**src/rtl/dilithium_job_arbiter.sv**
```systemverilog
// rtl/dilithium_job_arbiter.sv - round-robin job arbiter sharing one dilithium core
module dilithium_job_arbiter #(
    parameter int W            = 64,
    parameter int N_REQ        = 2,
    parameter int RST_CYCLES   = 4,
    parameter int OUT_WORDS_M0 = 1,
    parameter int OUT_WORDS_M1 = 1,
    parameter int OUT_WORDS_M2 = 1,
    parameter int CTR_W        = 16
) (
    input  logic               clk,
    input  logic               rst,
    input  logic [N_REQ-1:0]   req_i,
    input  logic [2*N_REQ-1:0] req_mode_i,
    output logic [N_REQ-1:0]   gnt_o,
    output logic [N_REQ-1:0]   job_done_o,
    output logic [N_REQ-1:0]   job_err_o,
    output logic               busy_o,
    input  logic [N_REQ-1:0]   req_valid_i,
    input  logic [W*N_REQ-1:0] req_data_i,
    output logic [N_REQ-1:0]   req_ready_o,
    output logic [N_REQ-1:0]   rsp_valid_o,
    output logic [W-1:0]       rsp_data_o,
    input  logic [N_REQ-1:0]   rsp_ready_i,
    output logic               core_rst,
    output logic               core_start,
    output logic [1:0]         core_mode,
    output logic               core_valid_i,
    input  logic               core_ready_i,
    output logic [W-1:0]       core_data_i,
    input  logic               core_valid_o,
    output logic               core_ready_o,
    input  logic [W-1:0]       core_data_o
);
    localparam int IW = (N_REQ > 1) ? $clog2(N_REQ) : 1;
    localparam int CW = IW + 1;
    localparam int RW = $clog2(RST_CYCLES + 1);

    typedef enum logic [2:0] {IDLE, REJECT, CORE_RST, START, RUN, DONE} state_t;

    state_t           state, state_n;
    logic [IW-1:0]    g, g_n, rr, rr_n, pick, g_inc;
    logic [CW-1:0]    cand;
    logic             found;
    logic [1:0]       mode, mode_n;
    logic [N_REQ-1:0] gnt, gnt_n, g_oh;
    logic [RW-1:0]    rcnt, rcnt_n;
    logic [CTR_W-1:0] ocnt, ocnt_n, last_cnt;
    logic             out_hs;

    // First requester at or above rr, wrapping; cand never exceeds N_REQ-1 after the fold.
    always_comb begin
        found = 1'b0;
        pick  = rr;
        cand  = '0;
        for (int i = 0; i < N_REQ; i++) begin
            cand = {1'b0, rr} + CW'(i);
            if (cand >= CW'(N_REQ)) cand = cand - CW'(N_REQ);
            if (!found && req_i[cand[IW-1:0]]) begin
                found = 1'b1;
                pick  = cand[IW-1:0];
            end
        end
    end

    always_comb begin
        g_oh    = '0;
        g_oh[g] = 1'b1;
    end

    always_comb begin
        case (mode)
            2'd0:    last_cnt = CTR_W'(OUT_WORDS_M0 - 1);
            2'd1:    last_cnt = CTR_W'(OUT_WORDS_M1 - 1);
            2'd2:    last_cnt = CTR_W'(OUT_WORDS_M2 - 1);
            default: last_cnt = '0;
        endcase
    end

    assign g_inc  = (g == IW'(N_REQ - 1)) ? '0 : g + 1'b1;
    assign out_hs = (state == RUN) && core_valid_o && rsp_ready_i[g];

    always_ff @(posedge clk) begin
        if (rst) begin
            state <= IDLE;
            g     <= '0;
            mode  <= '0;
            gnt   <= '0;
            rr    <= '0;
            rcnt  <= '0;
            ocnt  <= '0;
        end else begin
            state <= state_n;
            g     <= g_n;
            mode  <= mode_n;
            gnt   <= gnt_n;
            rr    <= rr_n;
            rcnt  <= rcnt_n;
            ocnt  <= ocnt_n;
        end
    end

    always_comb begin
        state_n      = state;
        g_n          = g;
        mode_n       = mode;
        gnt_n        = gnt;
        rr_n         = rr;
        rcnt_n       = rcnt;
        ocnt_n       = ocnt;
        gnt_o        = '0;
        job_done_o   = '0;
        job_err_o    = '0;
        busy_o       = 1'b0;
        req_ready_o  = '0;
        rsp_valid_o  = '0;
        rsp_data_o   = '0;
        core_start   = 1'b0;
        core_mode    = 2'd0;
        core_valid_i = 1'b0;
        core_data_i  = '0;
        core_ready_o = 1'b0;
        core_rst     = rst || (state == CORE_RST);

        case (state)
            IDLE: if (found) begin
                g_n         = pick;
                mode_n      = req_mode_i[{pick, 1'b0} +: 2];
                gnt_n       = '0;
                gnt_n[pick] = 1'b1;
                state_n     = (mode_n == 2'd3) ? REJECT : CORE_RST;
            end
            REJECT: begin
                gnt_n   = '0;
                rr_n    = g_inc;
                state_n = IDLE;
            end
            CORE_RST: begin
                if (rcnt == RW'(RST_CYCLES - 1)) begin
                    rcnt_n  = '0;
                    state_n = START;
                end else begin
                    rcnt_n = rcnt + 1'b1;
                end
            end
            START: state_n = RUN;
            RUN: if (out_hs) begin
                ocnt_n = ocnt + 1'b1;
                if (ocnt == last_cnt) state_n = DONE;
            end
            DONE: begin
                gnt_n   = '0;
                ocnt_n  = '0;
                rr_n    = g_inc;
                state_n = IDLE;
            end
            default: state_n = IDLE;
        endcase

        // Outputs are forced quiet while rst is high so an aborted job leaves no trace.
        if (!rst) begin
            gnt_o  = gnt;
            busy_o = (state != IDLE);
            if (state inside {CORE_RST, START, RUN, DONE}) core_mode = mode;
            case (state)
                REJECT: job_err_o  = g_oh;
                START:  core_start = 1'b1;
                DONE:   job_done_o = g_oh;
                RUN: begin
                    core_valid_i = req_valid_i[g];
                    core_data_i  = req_data_i[g*W +: W];
                    req_ready_o  = core_ready_i ? g_oh : '0;
                    rsp_valid_o  = core_valid_o ? g_oh : '0;
                    rsp_data_o   = core_data_o;
                    core_ready_o = rsp_ready_i[g];
                end
                default: ;
            endcase
        end
    end
endmodule
```
**config.mk**
```make
export PLATFORM = sky130hd
export DESIGN_NAME = dilithium_job_arbiter
export DESIGN_NICKNAME = d
export VERILOG_FILES = /design/src/rtl/dilithium_job_arbiter.sv
export SDC_FILE = /design/constraint.sdc
export NUM_CORES = 1
export LEC_CHECK = 0
export CAP_MARGIN = 10
export CELL_PAD_IN_SITES_DETAIL_PLACEMENT = 1
export CELL_PAD_IN_SITES_GLOBAL_PLACEMENT = 2
export CORE_AREA = 2 2 155 157
export CTS_CLUSTER_DIAMETER = 200
export DETAILED_ROUTE_END_ITERATION = 7
export DIE_AREA = 0 0 157 159
export GPL_ROUTABILITY_DRIVEN = 0
export HOLD_SLACK_MARGIN = 0.02
export MAX_ROUTING_LAYER = met4
export PLACE_DENSITY_LB_ADDON = 0.1
export SLEW_MARGIN = 20
export SYNTH_ARGS = -nofsm -noshare
export SYNTH_HDL_FRONTEND = slang
export SYNTH_SLANG_ARGS = --single-unit
```
**constraint.sdc**
```tcl
create_clock -name clk -period 3.7 [get_ports clk]
set_input_delay 0.37 -clock clk [delete_from_list [all_inputs] [get_ports clk]]
set_output_delay 0.37 -clock clk [all_outputs]
set_load 0.1 [all_outputs]
```
# Word level (Yosys, flattened, before mapping)

Cells that the tools add are included.

Word-level logic and storage cells: 106
Flip-flop bits (word level): 28
Input bits: 206

Eq/ne operators: 11
Reductions and logical operators: 18
$add $sub $neg: 6
Order comparisons: 8
Muxes and demuxes: 54
Shift operators: 2

Operator list:

| cell                  | number |
|---|---|
| $mux 64               | 4 |
| $shiftx 128x8->64     | 1 |
| $pmux 16 s2           | 1 |
| $mux 2                | 15 |
| $mux 1                | 24 |
| $add 16x1->16 const B | 1 |
| $logic_not 16->1      | 1 |
| $mux 16               | 1 |
| $mux 3                | 5 |
| $pmux 3 s4            | 1 |
| $eq 3x2->1 const B    | 3 |
| $lt 1x2->1 const B    | 4 |
| $eq 3x3->1 const B    | 2 |
| $reduce_and 2->1      | 3 |
| $logic_and 1x1->1     | 5 |
| $ne 2x1->1 const B    | 2 |
| $ne 2x2->1 const B    | 2 |
| $pmux 2 s2            | 1 |
| $reduce_and 4->1      | 1 |
| $reduce_bool 2->1     | 2 |
| $reduce_bool 4->1     | 1 |
| $shiftx 4x3->2        | 1 |
| $add 3x1->3 const B   | 1 |
| $eq 3x1->1 const B    | 1 |
| 13 further kinds      | 16 |

# Longest topological paths before layout

Gate-level depths: netlist (run 1).

Word-level depth: 14
Depth in mapped cells: 6

# Worst setup path after synthesis (run 1)

No wires, ideal clock.

Path type: register -> output
From: reg g
To: out job_done_o[0]
Arrival: 2.867 ns
Slack: 0.463 ns
Cell stages (with the launch flop): 4
Required time: 3.330 ns
Path through: dfxtp_1 > buf_1 > clkbuf_1 > nor3_1

Word-level cells in the longest chain between the ends: 6

Ends and longest elaborated chain:

| item                                                                  | RTL line | RTL |
|---|---|---|
| from (decl)                                                           | 42       | `logic [IW-1:0] g, g_n, rr, rr_n, pick, g_inc;` |
| from (signal assigned)                                                | 94       | `g <= g_n;` |
| $lt 1x2->1 (implied by the code) / $ge 1x1->1 (equally long branches) | 68       | `g_oh[g] = 1'b1;` |
| $logic_and 1x1->1 (implied by the code)                               | 68       |  |
| $mux 1 (implied by the code)                                          | 68       |  |
| $demux 1 s1 *                                                         | 68       |  |
| $mux 2 *                                                              | 165      | `case (state)` |
| $mux 2 *                                                              | 161      | `if (!rst) begin` |
| to (decl)                                                             | 16       | `output logic [N_REQ-1:0] job_done_o,` |

Mark *: on every way between the ends. The rest lies on a longest branch, timed or not.

# Final worst setup path (run 1)

From: reg state[2]
To: out core_data_i[10]

Word-level cells in the longest chain between the ends: 3

Ends and longest elaborated chain:

| item                   | RTL line | RTL |
|---|---|---|
| from (decl)            | 41       | `state_t state, state_n;` |
| from (signal assigned) | 93       | `state <= state_n;` |
| $eq 3x3->1             | 165      |  |
| $mux 64                | 165      |  |
| $mux 64                | 161      |  |
| to (decl)              | 30       | `output logic [W-1:0] core_data_i,` |

No other way between the ends.

==> results of run 1 <==
==> layer usage <==
| layer | wire, um | GRT usage (%) |
|---|---|---|
| met2 | 12300 | 33.0 |
| met1 | 9210 | 21.1 |
| met5 | 0 | - |
| met3 | 2340 | 9.28 |
| met4 | 36 | 1.25 |
==> state kept, by name (all words and copies together), names as in the netlist <==
signal / flops
g: 1
gnt: 2
mode: 2
ocnt: 16
rcnt: 3
rr: 1
state: 3
==> per-stage QoR <==
stage | hold WS (ps) | utilization [%] | setup slack (ps) | total power [mW]
2_1_floorplan | 409 | - | 463 | 0.806
3_3_place_gp | 415 | 34.8 | 1110 | 1.19
3_5_place_dp | 445 | 34.8 | 1110 | 1.20
4_1_cts | 462 | 35.2 | 864 | 1.49
5_1_grt | 488 | 35.3 | 727 | 1.55
6_report | 458 | 35.3 | 884 | 1.47
==> where the power goes <==
| group | internal, mW | total (mW) | switching [mW] | leakage [nW] |
|---|---|---|---|---|
| registers | 0.324 | 0.379 | 0.0547 | 0.228 |
| logic | 0.395 | 0.808 | 0.413 | 2.73 |
| clock network | 0.166 | 0.282 | 0.116 | 0.0442 |
| total | 0.886 | 1.47 | 0.583 | 3.00 |
==> Yosys cell counts, types with 2 or more instances <==
cell type / count
dfxtp_1: 28
or3_2: 3
nand2_1: 17
or4_1: 6
or3_1: 5
and4b_1: 2
o31ai_1: 4
mux2_2: 2
nand3_1: 7
nor2b_1: 4
o21ai_0: 8
o211ai_1: 3
a21oi_1: 19
buf_1: 5
nor4_1: 3
a211oi_1: 4
ha_1: 3
clkbuf_1: 25
nor3_1: 11
nand2b_1: 5
nor2_1: 86
inv_1: 5
and2_1: 67
nand4_1: 4
mux2i_1: 68
==> path summary, 6_finish.rpt <==
kind                     endpoint  slack [ps]  cells after the start
setup reg to reg         ocnt[13]        1210                      4
hold / removal            rcnt[2]         460                      2
hold reg to reg           rcnt[2]         460                      2
setup / recovery  core_data_i[10]         880                      5
==> worst max-delay path, delay by kind of cell (launching register included) <==
kind | cells | cell delay (ps)
AND/OR/NAND/NOR | 3 | 970
flip-flops | 1 | 630
buffers and inverters | 2 | 560
==> kinds of logic after synthesis <==
family / Yosys count / share of synthesized area [%]
buffers and inverters: 35 / 4.41
multiplexers: 70 / 23.6
flip-flops: 28 / 18.8
XOR/XNOR: 1 / 0.294
AO/OA/AOI/OAI: 46 / 9.92
AND/OR/NAND/NOR: 232 / 41.3
adder cells (fa/ha/maj): 4 / 1.60
==> area by class of cell <==
| class | count | area share [%] |
|---|---|---|
| Antenna cell | 10 | 0.305 |
| Sequential cell | 28 | 6.89 |
| Tap cell | 319 | 4.87 |
| Timing Repair Buffer | 355 | 58.6 |
| Inverter | 5 | 0.229 |
| Multi-Input combinational cell | 353 | 28.0 |
| Clock buffer | 4 | 1.08 |
==> impl_metrics.toml, run 1 <==
[run_status]
status = "finished clean"

[logic_synthesis]
async_reset_ff_share_pct = 0
ys_warn_count = 0
synth_area_mm2 = 0.00298
synth_area_per_cell_um2 = 7.16
synth_edf_count = 0
netlist_instances = 416
yosysTopAreaCell = "mux2i_1"
ys.flop_type = "dfxtp_1"
synth_nets = 625
synth_top_area_share_pct = 22.9
synth_area_leaders = "mux2i_1, dfxtp_1, and2_1"
synth.yosys.seq_area_share_pct = 18.8
ys_ff_latch = 28
ys_types = 47

[floorplan]
die_w_um = 157
start_util_pct = 12.8
rows = 56
die-area_mm2 = 0.0250
core_region_area_mm2 = 0.0232
io_pins = 351
die_y_um = 159

[critical_path]
worstPathArrival_ps = 2450
startpoint_type = "register"
crit_type = "register to output port"
max_stage_delay_ps = 630
critPathSlowestCell = "dfxtp_1"
cp_max_fo = 66
startpoint = "state[2]"
cp_cell_sequence = "nand2b_1 -> or3_2 -> buf_4 -> nor2_1 -> buf_12"
cp-end-kind = "output port"
r2r-start = "g"
required_ps = 3330

[cells_and_area]
most-common-layout-cells = "clkdlybuf4s50_1, buf_12, nor2_1"
seqCellArea_um2 = 564
drive_gt1_share_pct = 22.8
multi_input_area_mm2 = 0.00229
final_area_mm2 = 0.00819
area_delta_synth_final_pct = 175
layout.nets = 955
stdcell_count = 1074
nFillCells = 2594
layout_commonest_cell = "clkdlybuf4s50_1"

[hold_path]
hp-class = "register to register"
holdCritStartpoint = "rcnt[2]"

[place]
dpl_cell_area_mm2 = 0.00808
port_buffers = 350
placed_cells = 1060
dpl.hpwl_mm = 20.9

[cts]
clk_pin_slew_ps = 70
htreeDepth = 1
clock_sinks = 28
cts_resized = 0
cts_tree = "built"
cts.path.max_buffers = 2
cts_root_buffer = "clkbuf_16"
numCtsBuffers = 3
cts_hold_buf = 0
post_cts_buffers = 0
worstSkewPairLatency_ps = 270

[grt]
gr-usage-all-layers_pct = 19.3
grt_max_degree = 67
overflow = 0
grt_pass1_wl_mm = 33.9
grt_pass1_vias = 4760
antenna_found_initial = 10

[sta]
clock.fmax_mhz = 355
drv_slew = 0
setup_viol = 0
final.setup.tns_ps = 0
hold_viol = 0
relSlewSlack_pct = 31.4
worst_pin_slew_ps = 1030
finalClockSkew_ps = 3.98
period_needed_ps = 2820
rsz0062_at_grt = "false"
fin_crit_sh_pct = 76.1

[routing]
drtPass1Iterations = 4
viasPerCell = 4.02
drt_iter0_drc = 137
wl_per_cell_um = 22.3
num_vias = 4318
wl_mm = 23.9
drc = 0
antenna_left = 0

[job]
cap_violations = 0

[power_and_ir_drop]
vdd_ir_drop_max_uv = 151
p_leak_nw = 3.00
power_density_mw_per_mm2 = 179
Power figures use the tool's default switching activity.
==> run 2, diff against run 1 <==
CORE_AREA = 2 2 168 170   (was 2 2 155 157)
DIE_AREA = 0 0 170 172   (was 0 0 157 159)
clock period = 2.5 ns   (was 3.7 ns; I/O delays follow)
==> run 2 against run 1 <==
Net effect: core utilization down 3.8 points; cell area up 5.7%; highest routed layer unchanged; combinational power up 66%; global-route usage down 4.7 points; critical path depth unchanged; non-clock buffer count up 7; die area up 17%; register-to-register slack worse by 730 ps; worst hold slack worse by 14 ps; first-iteration DRC count up 7.3%.
==> impl_metrics.toml, run 2 (synthesized netlist as in run 1, its figures left out) <==
[grt]
grt_pass1_wl_mm = 30.6
grt_pass1_vias = 4746
antenna_found_initial = 3
gr-usage-all-layers_pct = 14.6
grt_max_degree = 75
overflow = 0

[sta]
fin_hold_ws_ps = 444
fin_crit_sh_pct = 92.9
setup_viol = 0
period_needed_ps = 2320
rsz0062_at_grt = "false"
worst_pin_slew_ps = 927
drv_slew = 0
finalClockSkew_ps = 3.08
final.setup.tns_ps = 0
relSlewSlack_pct = 38.2
hold_viol = 0
clock.fmax_mhz = 431

[floorplan]
die_y_um = 172
die_w_um = 170
rows = 61
io_pins = 351
die-area_mm2 = 0.0292
core_region_area_mm2 = 0.0275
start_util_pct = 10.8

[cts]
cts.path.max_buffers = 2
clock_sinks = 28
numCtsBuffers = 3
cts_tree = "built"
cts_root_buffer = "clkbuf_16"
post_cts_buffers = 0
cts_hold_buf = 0
htreeDepth = 1
worstSkewPairLatency_ps = 270
clk_pin_slew_ps = 70
cts_resized = 0

[cells_and_area]
nFillCells = 3073
drive_gt1_share_pct = 32.2
largest-register = "ocnt"
most-common-layout-cells = "clkdlybuf4s50_1, buf_12, mux2i_1"
largest_reg_flops = 16
postLayoutCoreUtil_pct = 31.5
top_regs = "ocnt: 16 flops, rcnt: 3 flops, state: 3 flops"
layout.nets = 962
area_delta_synth_final_pct = 191
layout_commonest_cell = "clkdlybuf4s50_1"
final_area_mm2 = 0.00866

[power_and_ir_drop]
power_density_mw_per_mm2 = 258
vdd_ir_drop_max_uv = 254
p_leak_nw = 3.07
total_power_mw = 2.24

[routing]
antenna_left = 0
wl_mm = 22.0
drt_iter0_drc = 147
wl_per_cell_um = 20.0
wl_met1_mm = 8.01
route.met2.wl_mm = 12.1
highest_layer = "met4"
drc = 0
drtPass1Iterations = 4
met3WireLength_mm = 1.68
num_vias = 4385
viasPerCell = 3.98

[hold_path]
hp-class = "register to register"

[critical_path]
required_ps = 2250
crit_type = "register to output port"
cp-end-kind = "output port"
startpoint_type = "register"
worstPathArrival_ps = 2070
cp_max_fo = 21

[place]
dpl_cell_area_mm2 = 0.00857
port_buffers = 350
dpl.hpwl_mm = 19.5

[job]
cap_violations = 0

[run_status]
status = "finished clean"
[run 2: cell types whose count changed in the layout (fill, tap and decap cells not counted), moves of 7 or more]
cell / change
nor2_2: +66
buf_12: +19
nor2_1: -66
diode_2: -7
buf_4: -12
[run 2: critical path, stage by stage, from the launching register on]
cell,delay (ps)
dfxtp_1,450
nand2b_1,190
or3_4,520
buf_12,230
nor2_2,190
buf_12,200
[run 2: layout make-up]
class / instances / area [um2] / area share, %
clock buffers: 4 / 78.8 / 0.910
flip-flops and latches: 28 / 564 / 6.52
multi-input cells: 353 / 2460 / 28.4
well taps: 346 / 433 / 5.00
diodes: 3 / 7.51 / 0.0867
repair buffers: 362 / 5090 / 58.8
inverters: 5 / 18.8 / 0.217
[run 2: final timing paths]
kind | from | end | slack (ps) | cells past startpoint
min | rcnt[2] | rcnt[2] | 440 | 2
min reg2reg | rcnt[2] | rcnt[2] | 440 | 2
max | state[2] | core_data_i[59] | 180 | 5
max reg2reg | state[0] | state[0] | 480 | 5
[run 2: power breakdown]
part | switching [mW] | internal, mW
combinational | 0.693 | 0.646
clock | 0.168 | 0.219
sequential | 0.0309 | 0.480
[run 2: stage by stage]
step                      setup WS [ps]  std cells
after floorplan                    -617        416
after global placement              277       1094
after detailed placement            234       1094
after CTS                          94.9       1098
after global routing               37.7       1101
final                               178       1101
[run 2: layer usage]
layer / track usage (%) / vias to the layer above
li1: - / 2119
met4: 1.52 / 0
met5: - / -
met3: 5.01 / 6
met1: 15.9 / 2102
met2: 26.5 / 158
==> run 3, diff against run 2 <==
CORE_AREA = 2 2 155 157   (was 2 2 168 170)
DIE_AREA = 0 0 157 159   (was 0 0 170 172)
clock period = 2.88 ns   (was 2.5 ns; I/O delays follow)
==> run 3 against run 2 <==
Net effect: clock power down 5.9%; flip-flop and latch count unchanged; routed wire length up 5.0%; clock skew about the same; cell count down 2.3%; critical path depth down 1; worst hold slack worse by 9.2 ps; via count down 2.5%; setup slack better by 100 ps; clock-buffer cell count unchanged; global-route usage up 4.1 points; die area down 15%.
==> impl_metrics.toml, run 3 (synthesized netlist as in run 1, its figures left out) <==
[cells_and_area]
most-common-layout-cells = "clkdlybuf4s50_1, buf_12, nor2_1"
layout_commonest_cell = "clkdlybuf4s50_1"
nFillCells = 2570
drive_gt1_share_pct = 23.2
largest_reg_flops = 16
largest-register = "ocnt"
top_regs = "ocnt: 16 flops, rcnt: 3 flops, state: 3 flops"
stdcell_count = 1076
layout.nets = 959
area_delta_synth_final_pct = 183

[run_status]
status = "finished clean"

[power_and_ir_drop]
vdd_ir_drop_max_uv = 151
p_leak_nw = 3.07
power_density_mw_per_mm2 = 229

[critical_path]
critPathSlowestCell = "dfxtp_4"
max_stage_delay_ps = 620
cp_max_fo = 52
cp-end-kind = "output port"
worstPathArrival_ps = 2310
startpoint_type = "register"
critPathBufInv = 2
path_delay_family = "flip-flops"
startpoint = "g"
worstReg2RegEnd = "ocnt[13]"
r2r-start = "state[0]"
cp_cell_sequence = "buf_12 -> mux2i_1 -> nor2_1 -> buf_12"
r2r_cells = 5
required_ps = 2590
cpMostUsedCell = "buf_12"
r2r_setup_slack_ps = 870
crit_type = "register to output port"

[cts]
cts_tree = "built"
clock_sinks = 28
clk_pin_slew_ps = 70
worstSkewPairLatency_ps = 270
cts_resized = 0
cts_root_buffer = "clkbuf_16"
cts_hold_buf = 0
cts.path.max_buffers = 2
post_cts_buffers = 0
htreeDepth = 1
numCtsBuffers = 3

[sta]
fin_crit_sh_pct = 90.2
period_needed_ps = 2600
clock.fmax_mhz = 385
hold_viol = 0
rsz0062_at_grt = "false"
setup_viol = 0
finalClockSkew_ps = 2.91
relSlewSlack_pct = 50.7
drv_slew = 0
fin_ws_ps = 283
fin_hold_ws_ps = 435
worst_pin_slew_ps = 739

[job]
cap_violations = 0

[routing]
drt_iter0_drc = 172
num_vias = 4274
drc = 0
wl_mm = 23.1
wl_per_cell_um = 21.4
antenna_left = 0
drtPass1Iterations = 4
viasPerCell = 3.97

[floorplan]
die-area_mm2 = 0.0250
die_w_um = 157
start_util_pct = 12.8
core_region_area_mm2 = 0.0232
io_pins = 351
rows = 56
die_y_um = 159

[grt]
grt_pass1_wl_mm = 32.8
antenna_found_initial = 8
overflow = 0
grt_max_degree = 67
gr-usage-all-layers_pct = 18.7
grt_pass1_vias = 4626

[place]
placed_cells = 1064
port_buffers = 350
dpl.hpwl_mm = 20.2
pre_cts_ws_ps = 457

[hold_path]
holdCritStartpoint = "rcnt[2]"
hp-class = "register to register"
whs_endpoint = "rcnt[2]"
min_path_cells = 2
-- run 3: worst register-to-register path: stages, from the launching register on --
cell     delay, ps
dfxtp_1        660
and3b_1        290
a21oi_1         50
buf_4          180
or4b_2         620
a21oi_1        150
-- run 3: worst max path at each step --
| stage | end | slack [ps] | cells past startpoint |
|---|---|---|---|
| final | core_data_i[7] | 280 | 4 |
| after global routing | core_data_i[7] | 170 | 4 |
| after CTS | core_data_i[7] | 230 | 4 |
| after detailed placement | core_data_i[42] | 460 | 5 |
| after global placement | core_ready_o | 460 | 5 |
| after floorplan | job_done_o[0] | -280 | 3 |
-- run 3: power breakdown --
| part | switching, mW | internal [mW] | leakage, nW |
|---|---|---|---|
| clock | 0.150 | 0.214 | 0.0442 |
| sequential | 0.0466 | 0.417 | 0.228 |
| combinational | 0.555 | 0.550 | 2.79 |
| total | 0.751 | 1.18 | 3.07 |
-- run 3: stage by stage --
| stage | total power, mW | utilization, % | cell area, um2 | TNS [ps] |
|---|---|---|---|---|
| 6_report | 1.93 | 36.4 | 8430 | 0 |
| 5_1_grt | 2.02 | 36.3 | 8430 | 0 |
| 4_1_cts | 1.96 | 36.3 | 8410 | 0 |
| 3_5_place_dp | 1.59 | 35.9 | 8320 | 0 |
| 3_3_place_gp | 1.58 | 35.9 | 8320 | 0 |
| 2_1_floorplan | 1.04 | - | 2980 | -1020 |
-- run 3: final cells by class --
cell class              instances  area (um2)  area share, %
flip-flops and latches         28         564           6.69
well taps                     319         399           4.73
multi-input cells             353        2290           27.2
clock buffers                   4        88.8           1.05
diodes                          8        20.0          0.237
inverters                       5        18.8          0.223
repair buffers                359        5050           59.9
-- run 3: routing by layer --
layer	wire, um	share of wire (%)	GRT usage, %
met1	9140	40	21.4
met4	119	0.52	1.96
met5	0	0	-
met3	1860	8.0	6.61
met2	12000	52	32.1
